### src/rtl/ccd_frame_capture.sv
// Sensor timing to pixel stream front end: start/stop control, frame counter, line-length error flags.
// Optional border crop is enabled with `define CCD_BORDER_CROP_EN.
`timescale 1ns/1ps
module ccd_frame_capture #(
  parameter int unsigned num_rows          = 32,
  parameter int unsigned num_cols          = 32,
  parameter int unsigned full_frame_rows   = 36,
  parameter int unsigned full_frame_cols   = 36,
  parameter int unsigned num_bits_rgb      = 12,
  parameter int unsigned frame_count_width = 8
) (
  input  logic                         clk,
  input  logic                         rst_n,
  input  logic                         start,
  input  logic                         stop,
  input  logic                         ccd_fval,
  input  logic                         ccd_lval,
  input  logic [num_bits_rgb-1:0]      ccd_r,
  input  logic [num_bits_rgb-1:0]      ccd_g,
  input  logic [num_bits_rgb-1:0]      ccd_b,
  output logic [num_bits_rgb-1:0]      red_out,
  output logic [num_bits_rgb-1:0]      green_out,
  output logic [num_bits_rgb-1:0]      blue_out,
  output logic [$clog2(num_rows)-1:0]  x_pos,
  output logic [$clog2(num_cols)-1:0]  y_pos,
  output logic                         d_val,
  output logic                         f_val,
  output logic [frame_count_width-1:0] frame_count,
  output logic                         err_short,
  output logic                         err_long,
  output logic                         busy
);

  localparam int unsigned XW = $clog2(num_rows);
  localparam int unsigned YW = $clog2(num_cols);
  localparam int unsigned MAX_ROWS = (full_frame_rows > num_rows) ? full_frame_rows : num_rows;
  localparam int unsigned MAX_COLS = (full_frame_cols > num_cols) ? full_frame_cols : num_cols;
  localparam int unsigned RW = $clog2(MAX_ROWS + 1);
  localparam int unsigned CW = $clog2(MAX_COLS + 2) + 1;
  localparam int unsigned FW = frame_count_width;

`ifdef CCD_BORDER_CROP_EN
  localparam int unsigned BX        = (full_frame_cols - num_cols) / 2;
  localparam int unsigned BY        = (full_frame_rows - num_rows) / 2;
  localparam int unsigned RAW_ROWS  = full_frame_rows;
  localparam int unsigned SHORT_LIM = BX + num_cols;
  localparam int unsigned LONG_LIM  = full_frame_cols;
`else
  localparam int unsigned BX        = 0;
  localparam int unsigned BY        = 0;
  localparam int unsigned RAW_ROWS  = num_rows;
  localparam int unsigned SHORT_LIM = num_cols;
  localparam int unsigned LONG_LIM  = num_cols;
`endif

  localparam logic [RW-1:0] BY_R    = RW'(BY);
  localparam logic [RW-1:0] ROWS_R  = RW'(RAW_ROWS);
  localparam logic [CW-1:0] BX_C    = CW'(BX);
  localparam logic [CW-1:0] SHORT_C = CW'(SHORT_LIM);
  localparam logic [CW-1:0] LONG_C  = CW'(LONG_LIM);

  typedef enum logic [1:0] {IDLE = 2'd0, ARMED = 2'd1, ACTIVE = 2'd2} state_t;

  state_t                  state_q, state_d;
  logic                    fval_prev_q, lval_prev_q;
  logic                    stop_pend_q, stop_pend_d;
  logic [CW-1:0]           col_q, col_d;
  logic [RW-1:0]           row_q, row_d;
  logic [num_bits_rgb-1:0] r_q, r_d, g_q, g_d, b_q, b_d;
  logic [XW-1:0]           x_q, x_d;
  logic [YW-1:0]           y_q, y_d;
  logic                    d_val_q, d_val_d, f_val_q, f_val_d;
  logic [FW-1:0]           fc_q, fc_d;
  logic                    err_short_q, err_short_d, err_long_q, err_long_d;
  logic                    busy_q, busy_d;

  logic          fval_rise, fval_fall, lval_rise, lval_fall;
  logic          pix_in, active, in_rows, line_end, row_win, col_win, pix_valid;
  logic [CW-1:0] col_now;

  assign fval_rise = ccd_fval & ~fval_prev_q;
  assign fval_fall = ~ccd_fval & fval_prev_q;
  assign lval_rise = ccd_lval & ~lval_prev_q;
  assign lval_fall = ~ccd_lval & lval_prev_q;
  assign pix_in    = ccd_fval & ccd_lval;
  assign active    = (state_q == ACTIVE);
  assign col_now   = lval_rise ? '0 : col_q;
  assign in_rows   = (row_q < ROWS_R);
  // A line also ends when the frame drops while the line is still open
  assign line_end  = active & (lval_fall | (fval_fall & lval_prev_q));

`ifdef CCD_BORDER_CROP_EN
  assign row_win = (row_q >= BY_R) && (row_q < RW'(BY + num_rows));
  assign col_win = (col_now >= BX_C) && (col_now < SHORT_C);
`else
  assign row_win = in_rows;
  assign col_win = (col_now < SHORT_C);
`endif
  assign pix_valid = active & pix_in & row_win & col_win;

  // Next-state, counters and registered outputs
  always_comb begin
    state_d     = state_q;
    stop_pend_d = stop_pend_q;
    col_d       = col_q;
    row_d       = row_q;
    fc_d        = fc_q;
    err_short_d = err_short_q;
    err_long_d  = err_long_q;
    r_d         = r_q;
    g_d         = g_q;
    b_d         = b_q;
    x_d         = x_q;
    y_d         = y_q;
    d_val_d     = 1'b0;
    f_val_d     = 1'b0;
    busy_d      = 1'b0;

    if (lval_rise) col_d = '0;
    if (pix_in)    col_d = (col_now == '1) ? col_now : col_now + CW'(1);
    if (line_end && in_rows && (col_q != '0)) begin
      row_d = row_q + RW'(1);
      if (col_q < SHORT_C) err_short_d = 1'b1;
    end
    if (active && pix_in && in_rows && (col_now >= LONG_C)) err_long_d = 1'b1;

    if (pix_valid) begin
      r_d     = ccd_r;
      g_d     = ccd_g;
      b_d     = ccd_b;
      x_d     = XW'(row_q - BY_R);
      y_d     = YW'(col_now - BX_C);
      d_val_d = 1'b1;
    end

    case (state_q)
      IDLE: begin
        if (start && !stop) begin
          state_d     = ARMED;
          stop_pend_d = 1'b0;
          err_short_d = 1'b0;
          err_long_d  = 1'b0;
        end
      end
      ARMED: begin
        if (stop) begin
          state_d = IDLE;
        end else if (fval_rise) begin
          state_d = ACTIVE;
          f_val_d = 1'b1;
          row_d   = '0;
          col_d   = '0;
        end
      end
      ACTIVE: begin
        if (stop) stop_pend_d = 1'b1;
        if (fval_fall) begin
          fc_d        = fc_q + FW'(1);
          state_d     = (stop_pend_q || stop) ? IDLE : ARMED;
          stop_pend_d = 1'b0;
        end
      end
      default: state_d = IDLE;
    endcase

    busy_d = (state_d != IDLE);
  end

  always_ff @(posedge clk or negedge rst_n) begin
    if (!rst_n) begin
      state_q     <= IDLE;
      fval_prev_q <= 1'b0;
      lval_prev_q <= 1'b0;
      stop_pend_q <= 1'b0;
      col_q       <= '0;
      row_q       <= '0;
      fc_q        <= '0;
      err_short_q <= 1'b0;
      err_long_q  <= 1'b0;
      r_q         <= '0;
      g_q         <= '0;
      b_q         <= '0;
      x_q         <= '0;
      y_q         <= '0;
      d_val_q     <= 1'b0;
      f_val_q     <= 1'b0;
      busy_q      <= 1'b0;
    end else begin
      state_q     <= state_d;
      fval_prev_q <= ccd_fval;
      lval_prev_q <= ccd_lval;
      stop_pend_q <= stop_pend_d;
      col_q       <= col_d;
      row_q       <= row_d;
      fc_q        <= fc_d;
      err_short_q <= err_short_d;
      err_long_q  <= err_long_d;
      r_q         <= r_d;
      g_q         <= g_d;
      b_q         <= b_d;
      x_q         <= x_d;
      y_q         <= y_d;
      d_val_q     <= d_val_d;
      f_val_q     <= f_val_d;
      busy_q      <= busy_d;
    end
  end

  assign red_out     = r_q;
  assign green_out   = g_q;
  assign blue_out    = b_q;
  assign x_pos       = x_q;
  assign y_pos       = y_q;
  assign d_val       = d_val_q;
  assign f_val       = f_val_q;
  assign frame_count = fc_q;
  assign err_short   = err_short_q;
  assign err_long    = err_long_q;
  assign busy        = busy_q;

endmodule

### config.mk
export PLATFORM = sky130hd
export DESIGN_NAME = ccd_frame_capture
export DESIGN_NICKNAME = d
export VERILOG_FILES = /design/src/rtl/ccd_frame_capture.sv
export SDC_FILE = /design/constraint.sdc
export NUM_CORES = 1
export LEC_CHECK = 0
export CAP_MARGIN = 10
export CORE_AREA = 4 4 89 91
export CTS_CLUSTER_SIZE = 28
export DETAILED_ROUTE_END_ITERATION = 8
export DIE_AREA = 0 0 93 95
export GPL_ROUTABILITY_DRIVEN = 0
export PLACE_DENSITY = 0.78
export SKIP_LAST_GASP = 1
export SLEW_MARGIN = 20
export SYNTH_ARGS = -nofsm -noshare
export SYNTH_HDL_FRONTEND = slang
export SYNTH_SLANG_ARGS = --single-unit
### constraint.sdc
create_clock -name clk -period 1.9 [get_ports clk]
set_input_delay 0.57 -clock clk [delete_from_list [all_inputs] [get_ports clk]]
set_output_delay 0.57 -clock clk [all_outputs]
set_load 0.01 [all_outputs]
==> reports/qor.json, run 1 <==
{
  "avgSynthCellArea_um2": 12.9,
  "fin_crit_ns": 1.83,
  "cell_with_the_largest_stage_delay_on_the_worst_path": "clkdlybuf4s50_1",
  "die_width_um": 93,
  "grt_antenna_before_repair": 0,
  "worstPathBufferInverterCount": 1,
  "area.growth.synth_to_final_pct": 49.2,
  "cp.arrival_ns": 1.26,
  "clock-skew-final_ns": 0.00496,
  "final_hold_viol_count": 0,
  "max-clock-path-buffers": 2,
  "detail_route.drc_violations": 0,
  "cts.clk_slew.worst_paths_ns": 0.08,
  "syn_nets": 292,
  "setup_repair_after_global_routing_missed_its_margin": "no",
  "fp.dieH_um": 95,
  "cp_cell_sequence": "clkdlybuf4s50_1",
  "kind_of_start_point_of_the_critical_path": "flop",
  "power.share.sequential": 0.430,
  "netlist_top_cells_count": "77 x dfrtp_1, 37 x mux2_2, 21 x nand2_1, 13 x o21ai_0, 9 x nor2_1",
  "num_vias": 2451,
  "core_region_area_um2": 7140,
  "cts_made_buffers": 9,
  "max_clock_freq_mhz": 546,
  "max_cap_violations": 0,
  "antenna-diode-count": 0,
  "post-place-cells": 467,
  "final_cells": 488,
  "crit_path_end_kind": "primary output",
  "p_clk_frac": 0.217,
  "synthMostInstantiatedCell": "dfrtp_1",
  "postCtsHoldBufs": 0,
  "grt_pass1_vias": 2582,
  "maximum_number_of_pins_on_one_net_before_global_route_repair": 35,
  "synth-seq-area-share": 0.600,
  "routed_wl_mm": 7.43,
  "routedWlPerCell_um": 15.2,
  "netlist.top_cell.by_area": "dfrtp_1",
  "synth.lib_cells_used.distinct": 46,
  "final_min_period_over_clock_period": 0.963,
  "syn-cell-area_um2": 3210,
  "dieArea_um2": 8840,
  "cts_sinks": 77,
  "final.setup.tns_ns": 0,
  "hold_class": "primary input to asynchronous set/reset pin",
  "leakagePower_nw": 2.15,
  "initial_core_util": 0.450,
  "timing.critical_path.required_ns": 1.33,
  "share_of_async_settable_or_async_resettable_flops_after_synthesis": 1.00,
  "drive_gt1_frac": 0.244,
  "drv_slew": 0,
  "worstSetupStartpoint": "frame_count[6]$_DFFE_PN0P_",
  "post-dp-hpwl_mm": 5.58,
  "fin_ws_ns": 0.0695,
  "design.portCount": 101,
  "worstMarginPinSlew_ns": 0.533,
  "yosysWarnings": 0,
  "first_pass_grt_wire_length_mm": 12.3,
  "antenna_violating_nets_post_route": 0,
  "netlist_top_cells_area": "dfrtp_1 60%, mux2_2 13%, nand2_1 2.5%",
  "net-switching-power_mw": 1.57,
  "synth_ff_type": "dfrtp_1",
  "placement.setup.worst_slack_ns": -0.462,
  "crit_path_max_incr_delay_ns": 0.55,
  "synth_top_cell_area_share": 0.600,
  "worstSetupPathType": "flop to primary output",
  "power.share.switching": 0.281,
  "grt.overflow.total": 0,
  "final_nets": 428,
  "cts_max_level": 3,
  "route.detailed.vias_per_inst": 5.02,
  "synth-edff-count": 0,
  "crit_family": "buffers and inverters",
  "cts_tree": "built",
  "fillCellCount": 580,
  "core.rowCount": 31,
  "root_buffer": "clkbuf_8",
  "synthesis.instances": 248,
  "drt_pass1_iterations": 4,
  "crit-reg2reg-launch": "state_q[0]$_DFF_PN0_",
  "run_status": "completed",
  "worstPathMaxFanout": 3,
  "power_report.internal_total_mw": 4.03,
  "clkLatencyLatePin_ns": 0.34,
  "vdd_ir_drop_max_mv": 0.505,
  "slew-limit-headroom": 0.644,
  "finalSetupViolations": 0,
  "io_buffers": 100,
  "drt-initial-drc-count": 73,
  "synth_seq_cells": 77,
  "grtUsageTotal": 0.180,
  "comb_power_share": 0.353,
  "power.density_nw_per_um2": 1170
}
-- sequential cells by signal, indices dropped and copies added, names as in the netlist --
name and flops:
blue_out 12, green_out 12, red_out 12, frame_count 8, col_q 7, row_q 6, x_pos 5, y_pos 5
state_q 2, busy 1, d_val 1, err_long 1, err_short 1, f_val 1, fval_prev_q 1, lval_prev_q 1
stop_pend_q 1
-- power groups by stage --
| stage | Sequential (mW) | Combinational (mW) | Clock, mW |
|---|---|---|---|
| 3_5_place_dp | 2.46 | 1.97 | 0 |
| 3_3_place_gp | 2.43 | 1.93 | 0 |
| 2_1_floorplan | 2.64 | 0.545 | 0 |
| 6_report | 2.41 | 1.98 | 1.22 |
| 4_1_cts | 2.42 | 2.02 | 1.25 |
| 5_1_grt | 2.49 | 2.13 | 1.32 |
-- final cells by class --
type,count,area [um2],share of cell area
clock buffers,12,145,0.0303
well taps,99,124,0.0259
flip-flops and latches,77,1930,0.403
clock inverters,4,47.5,0.00993
repair buffers,134,1290,0.270
multi-input cells,157,1230,0.257
inverters,5,18.8,0.00392
-- placed cells by master (no fill, tap or decap), types with 8 or more instances in the layout --
master            n
o21ai_0          13
clkdlybuf4s50_1  95
mux2_2           37
clkbuf_8         10
nand3_1           8
nand2_1          21
nor2_1            9
dfrtp_1          76
buf_4            32
-- repair_timing --
action                     in CTS  in global routing
setup endpoints to repair      12                  4
buffers inserted                4                  1
resized for setup               2                  3
hold endpoints to repair        0                  0
-- cell families after synthesis --
group,after synthesis,share of synthesized area
mux,44,0.153
flops,77,0.600
fa+ha+maj,2,0.00779
compound gates,36,0.0768
simple gates,68,0.121
buf+inv,14,0.0218
xor+xnor,7,0.0191
-- final timing paths --
kind / slack (ns) / endpoint / cells past startpoint
worst max register to register: 0.13 / row_q[4]$_DFF_PN0_ / 4
worst min-delay path: 0.13 / frame_count[4]$_DFFE_PN0P_ / 1
worst min register to register: 0.48 / frame_count[7]$_DFFE_PN0P_ / 1
worst max-delay path: 0.07 / frame_count[6] / 1
min in group clk: 0.48 / frame_count[7]$_DFFE_PN0P_ / 1
max in group asynchronous: 1.19 / x_pos[3]$_DFFE_PN0P_ / 2
-- routing by layer --
| layer | track usage | up-vias | wire (um) |
|---|---|---|---|
| met5 | 0 | - | 0 |
| met4 | 0.0830 | 0 | 152 |
| met3 | 0.0406 | 13 | 437 |
| met2 | 0.301 | 74 | 3660 |
| met1 | 0.222 | 1196 | 3180 |
| li1 | - | 1168 | - |
-- stage by stage --
| stage | utilization | instance area (um2) | total power, mW | hold WS [ns] |
|---|---|---|---|---|
| finish | 0.671 | 4790 | 5.60 | 0.127 |
| global route | 0.671 | 4790 | 5.95 | 0.141 |
| CTS | 0.669 | 4780 | 5.68 | 0.118 |
| detailed placement | 0.638 | 4560 | 4.43 | 0.462 |
| global placement | 0.638 | 4560 | 4.36 | 0.462 |
| floorplan | - | 3220 | 3.19 | 0.274 |
(Power assumes the default switching activity.)
==> run 2, diff against run 1 <==
--- a/config.mk
+++ b/config.mk
@@ -12,6 +12,7 @@
 export DIE_AREA = 0 0 93 95
 export GPL_ROUTABILITY_DRIVEN = 0
 export PLACE_DENSITY = 0.78
+export SKIP_CTS_REPAIR_TIMING = 1
 export SKIP_LAST_GASP = 1
 export SLEW_MARGIN = 20
 export SYNTH_ARGS = -nofsm -noshare
==> reports/qor.json, run 2 (same netlist as run 1, synthesis figures left out) <==
{
  "run_status": "completed",
  "worstPathBufferInverterCount": {"value": 1, "change": "unchanged"},
  "die_width": {"value": 93, "unit": "um", "change": "unchanged"},
  "vdd_ir_drop_max": {"value": 0.505, "unit": "mV", "change": "about the same"},
  "root_buffer": "clkbuf_8",
  "crit-reg2reg-launch": "state_q[0]$_DFF_PN0_",
  "routed_wl": {"value": 7.50, "unit": "mm", "change": "+0.96%"},
  "maximum_number_of_pins_on_one_net_before_global_route_repair": {"value": 35, "change": "unchanged"},
  "topRoutingLayerUsed": "met4",
  "io_buffers": {"value": 100, "change": "unchanged"},
  "final_core_utilization": {"value": 0.676, "change": "+0.00526"},
  "worstSetupPathType": "flop to primary output",
  "cts_sinks": {"value": 77, "change": "unchanged"},
  "worstPathMaxFanout": {"value": 3, "change": "unchanged"},
  "multi_input_area": {"value": 1240, "unit": "um2", "change": "+0.71%"},
  "final_nets": {"value": 430, "change": "+0.47%"},
  "routedWlPerCell": {"value": 15.3, "unit": "um", "change": "+0.54%"},
  "detail_route.drc_violations": {"value": 0, "change": "unchanged"},
  "max_cap_violations": {"value": 0, "change": "unchanged"},
  "cp_cell_sequence": "clkdlybuf4s50_1",
  "r2r_slack": {"value": 0.13, "unit": "ns", "change": "about the same"},
  "kind_of_start_point_of_the_critical_path": "flop",
  "fp.dieH": {"value": 95, "unit": "um", "change": "unchanged"},
  "clkLatencyLatePin": {"value": 0.35, "unit": "ns", "change": "about the same"},
  "cts_tree": "built",
  "final_hold_viol_count": {"value": 0, "change": "unchanged"},
  "cts_made_buffers": {"value": 9, "change": "unchanged"},
  "wl_met3": {"value": 478, "unit": "um", "change": "+9.4%"},
  "core.rowCount": {"value": 31, "change": "unchanged"},
  "fin_crit": {"value": 1.83, "unit": "ns", "change": "-0.000976 ns"},
  "max-clock-path-buffers": {"value": 2, "change": "unchanged"},
  "dieArea": {"value": 8840, "unit": "um2", "change": "unchanged"},
  "drt_pass1_iterations": {"value": 4, "change": "unchanged"},
  "timing.critical_path.required": {"value": 1.33, "unit": "ns", "change": "about the same"},
  "clock-skew-final": {"value": 0.00600, "unit": "ns", "change": "+0.00105 ns"},
  "destination_of_the_worst_register_to_register_timing_path": "row_q[4]$_DFF_PN0_",
  "crit_path_max_incr_delay": {"value": 0.55, "unit": "ns", "change": "about the same"},
  "max_clock_freq": {"value": 547, "unit": "MHz", "change": "about the same"},
  "setup_repair_after_global_routing_missed_its_margin": "no",
  "cp.arrival": {"value": 1.26, "unit": "ns", "change": "about the same"},
  "drive_gt1_frac": {"value": 0.251, "change": "+0.00642"},
  "leakagePower": {"value": 2.21, "unit": "nW", "change": "+2.7%"},
  "design_area": {"value": 4830, "unit": "um2", "change": "+0.78%"},
  "grt.overflow.total": {"value": 0, "change": "unchanged"},
  "grtUsageTotal": {"value": 0.179, "change": "-0.000855"},
  "antenna_violating_nets_post_route": {"value": 0, "change": "unchanged"},
  "cts_max_level": {"value": 3, "change": "unchanged"},
  "antenna-diode-count": {"value": 0, "change": "unchanged"},
  "seqCellArea": {"value": 1930, "unit": "um2", "change": "about the same"},
  "met2RoutedLength": {"value": 3.71, "unit": "mm", "change": "+1.3%"},
  "post-dp-hpwl": {"value": 5.58, "unit": "mm", "change": "unchanged"},
  "final_min_period_over_clock_period": {"value": 0.963, "change": "about the same"},
  "initial_core_util": {"value": 0.450, "change": "unchanged"},
  "hold_class": "primary input to asynchronous set/reset pin",
  "crit_family": "buffers and inverters",
  "reg2reg_depth": {"value": 4, "change": "unchanged"},
  "fillCellCount": {"value": 575, "change": "-0.86%"},
  "worstMarginPinSlew": {"value": 0.461, "unit": "ns", "change": "-0.0716 ns"},
  "placed_area": {"value": 4560, "unit": "um2", "change": "unchanged"},
  "slew-limit-headroom": {"value": 0.688, "change": "+0.0443"},
  "cell_with_the_largest_stage_delay_on_the_worst_path": "clkdlybuf4s50_1",
  "crit_path_end_kind": "primary output",
  "final_cell_mix": "93 x clkdlybuf4s50_1, 75 x dfrtp_1, 37 x mux2_2, 34 x buf_4, 21 x nand2_1",
  "most_common_cell_after_layout_fill_and_taps_aside": "clkdlybuf4s50_1",
  "routedLengthMet1": {"value": 3.20, "unit": "mm", "change": "+0.41%"},
  "route.detailed.vias_per_inst": {"value": 5.03, "change": "+0.24%"},
  "first_pass_grt_wire_length": {"value": 12.2, "unit": "mm", "change": "-0.50%"},
  "power.density": {"value": 1160, "unit": "nW/um2", "change": "-0.75%"},
  "finalSetupViolations": {"value": 0, "change": "unchanged"},
  "drv_slew": {"value": 0, "change": "unchanged"},
  "cts.clk_slew.worst_paths": {"value": 0.08, "unit": "ns", "change": "about the same"},
  "design.portCount": {"value": 101, "change": "unchanged"},
  "grt_antenna_before_repair": {"value": 0, "change": "unchanged"},
  "core_region_area": {"value": 7140, "unit": "um2", "change": "unchanged"},
  "area.growth.synth_to_final_pct": 50.4,
  "drt-initial-drc-count": {"value": 62, "change": "-15%"},
  "num_vias": {"value": 2467, "change": "+0.65%"},
  "grt_pass1_vias": {"value": 2567, "change": "-0.58%"}
}
[run 2: cell types whose count changed in the layout (fill, tap and decap cells not counted), sizes merged]
| cell | previous run | this run |
|---|---|---|
| dlygate4sd2 | 2 | 0 |
| clkdlybuf4s50 | 95 | 93 |
| buf | 35 | 37 |
| dlymetal6s2s | 2 | 6 |
[run 2: worst max path at each step]
stage / slack (ns) / endpoint / from / cells after the start
after CTS: -0.10 / row_q[4]$_DFF_PN0_ / ccd_lval / 5
after global placement: -0.44 / row_q[4]$_DFF_PN0_ / ccd_fval / 5
after floorplan: 0.01 / row_q[4]$_DFF_PN0_ / ccd_fval / 5
after global routing: 0.02 / y_pos[4] / y_pos[4]$_DFFE_PN0P_ / 1
final: 0.07 / frame_count[6] / frame_count[6]$_DFFE_PN0P_ / 1
after detailed placement: -0.46 / row_q[4]$_DFF_PN0_ / ccd_lval / 5
[run 2: area by class of cell]
class,count,area share
tap,99,0.0257
clock buffer,12,0.0301
multi-input combinational,157,0.257
sequential,77,0.400
timing repair buffer,136,0.274
clock inverter,4,0.00985
inverter,5,0.00389
[run 2: per-stage QoR]
| step | TNS [ns] | std cells | hold slack, ns | power (mW) | worst slack [ns] |
|---|---|---|---|---|---|
| finish | 0 | 490 | 0.127 | 5.61 | 0.0705 |
| global route | 0 | 490 | 0.141 | 5.95 | 0.0192 |
| CTS | -0.510 | 483 | 0.118 | 5.66 | -0.104 |
| detailed placement | -18.90 | 467 | 0.462 | 4.43 | -0.462 |
| global placement | -16.93 | 467 | 0.462 | 4.36 | -0.439 |
| floorplan | 0 | 248 | 0.274 | 3.19 | 0.0124 |
[run 2: power breakdown]
part           internal [mW]  total [mW]  switching (mW)
clock                  0.639        1.22           0.576
combinational           1.26        1.97           0.712
sequential              2.13        2.42           0.288
total                   4.03        5.61            1.58
[run 2: worst reg2reg max path, cell delays in order, from the launching register on]
cell and delay, ns:
dfrtp_2 0.47, nand2b_4 0.18, a2111o_1 0.42, or4_1 0.47, a21oi_1 0.15
[run 2: layer usage]
layer	vias to the layer above	track usage
met1	1201	0.221
met5	-	0
li1	1173	-
met2	79	0.298
met4	0	0.0830
met3	14	0.0406
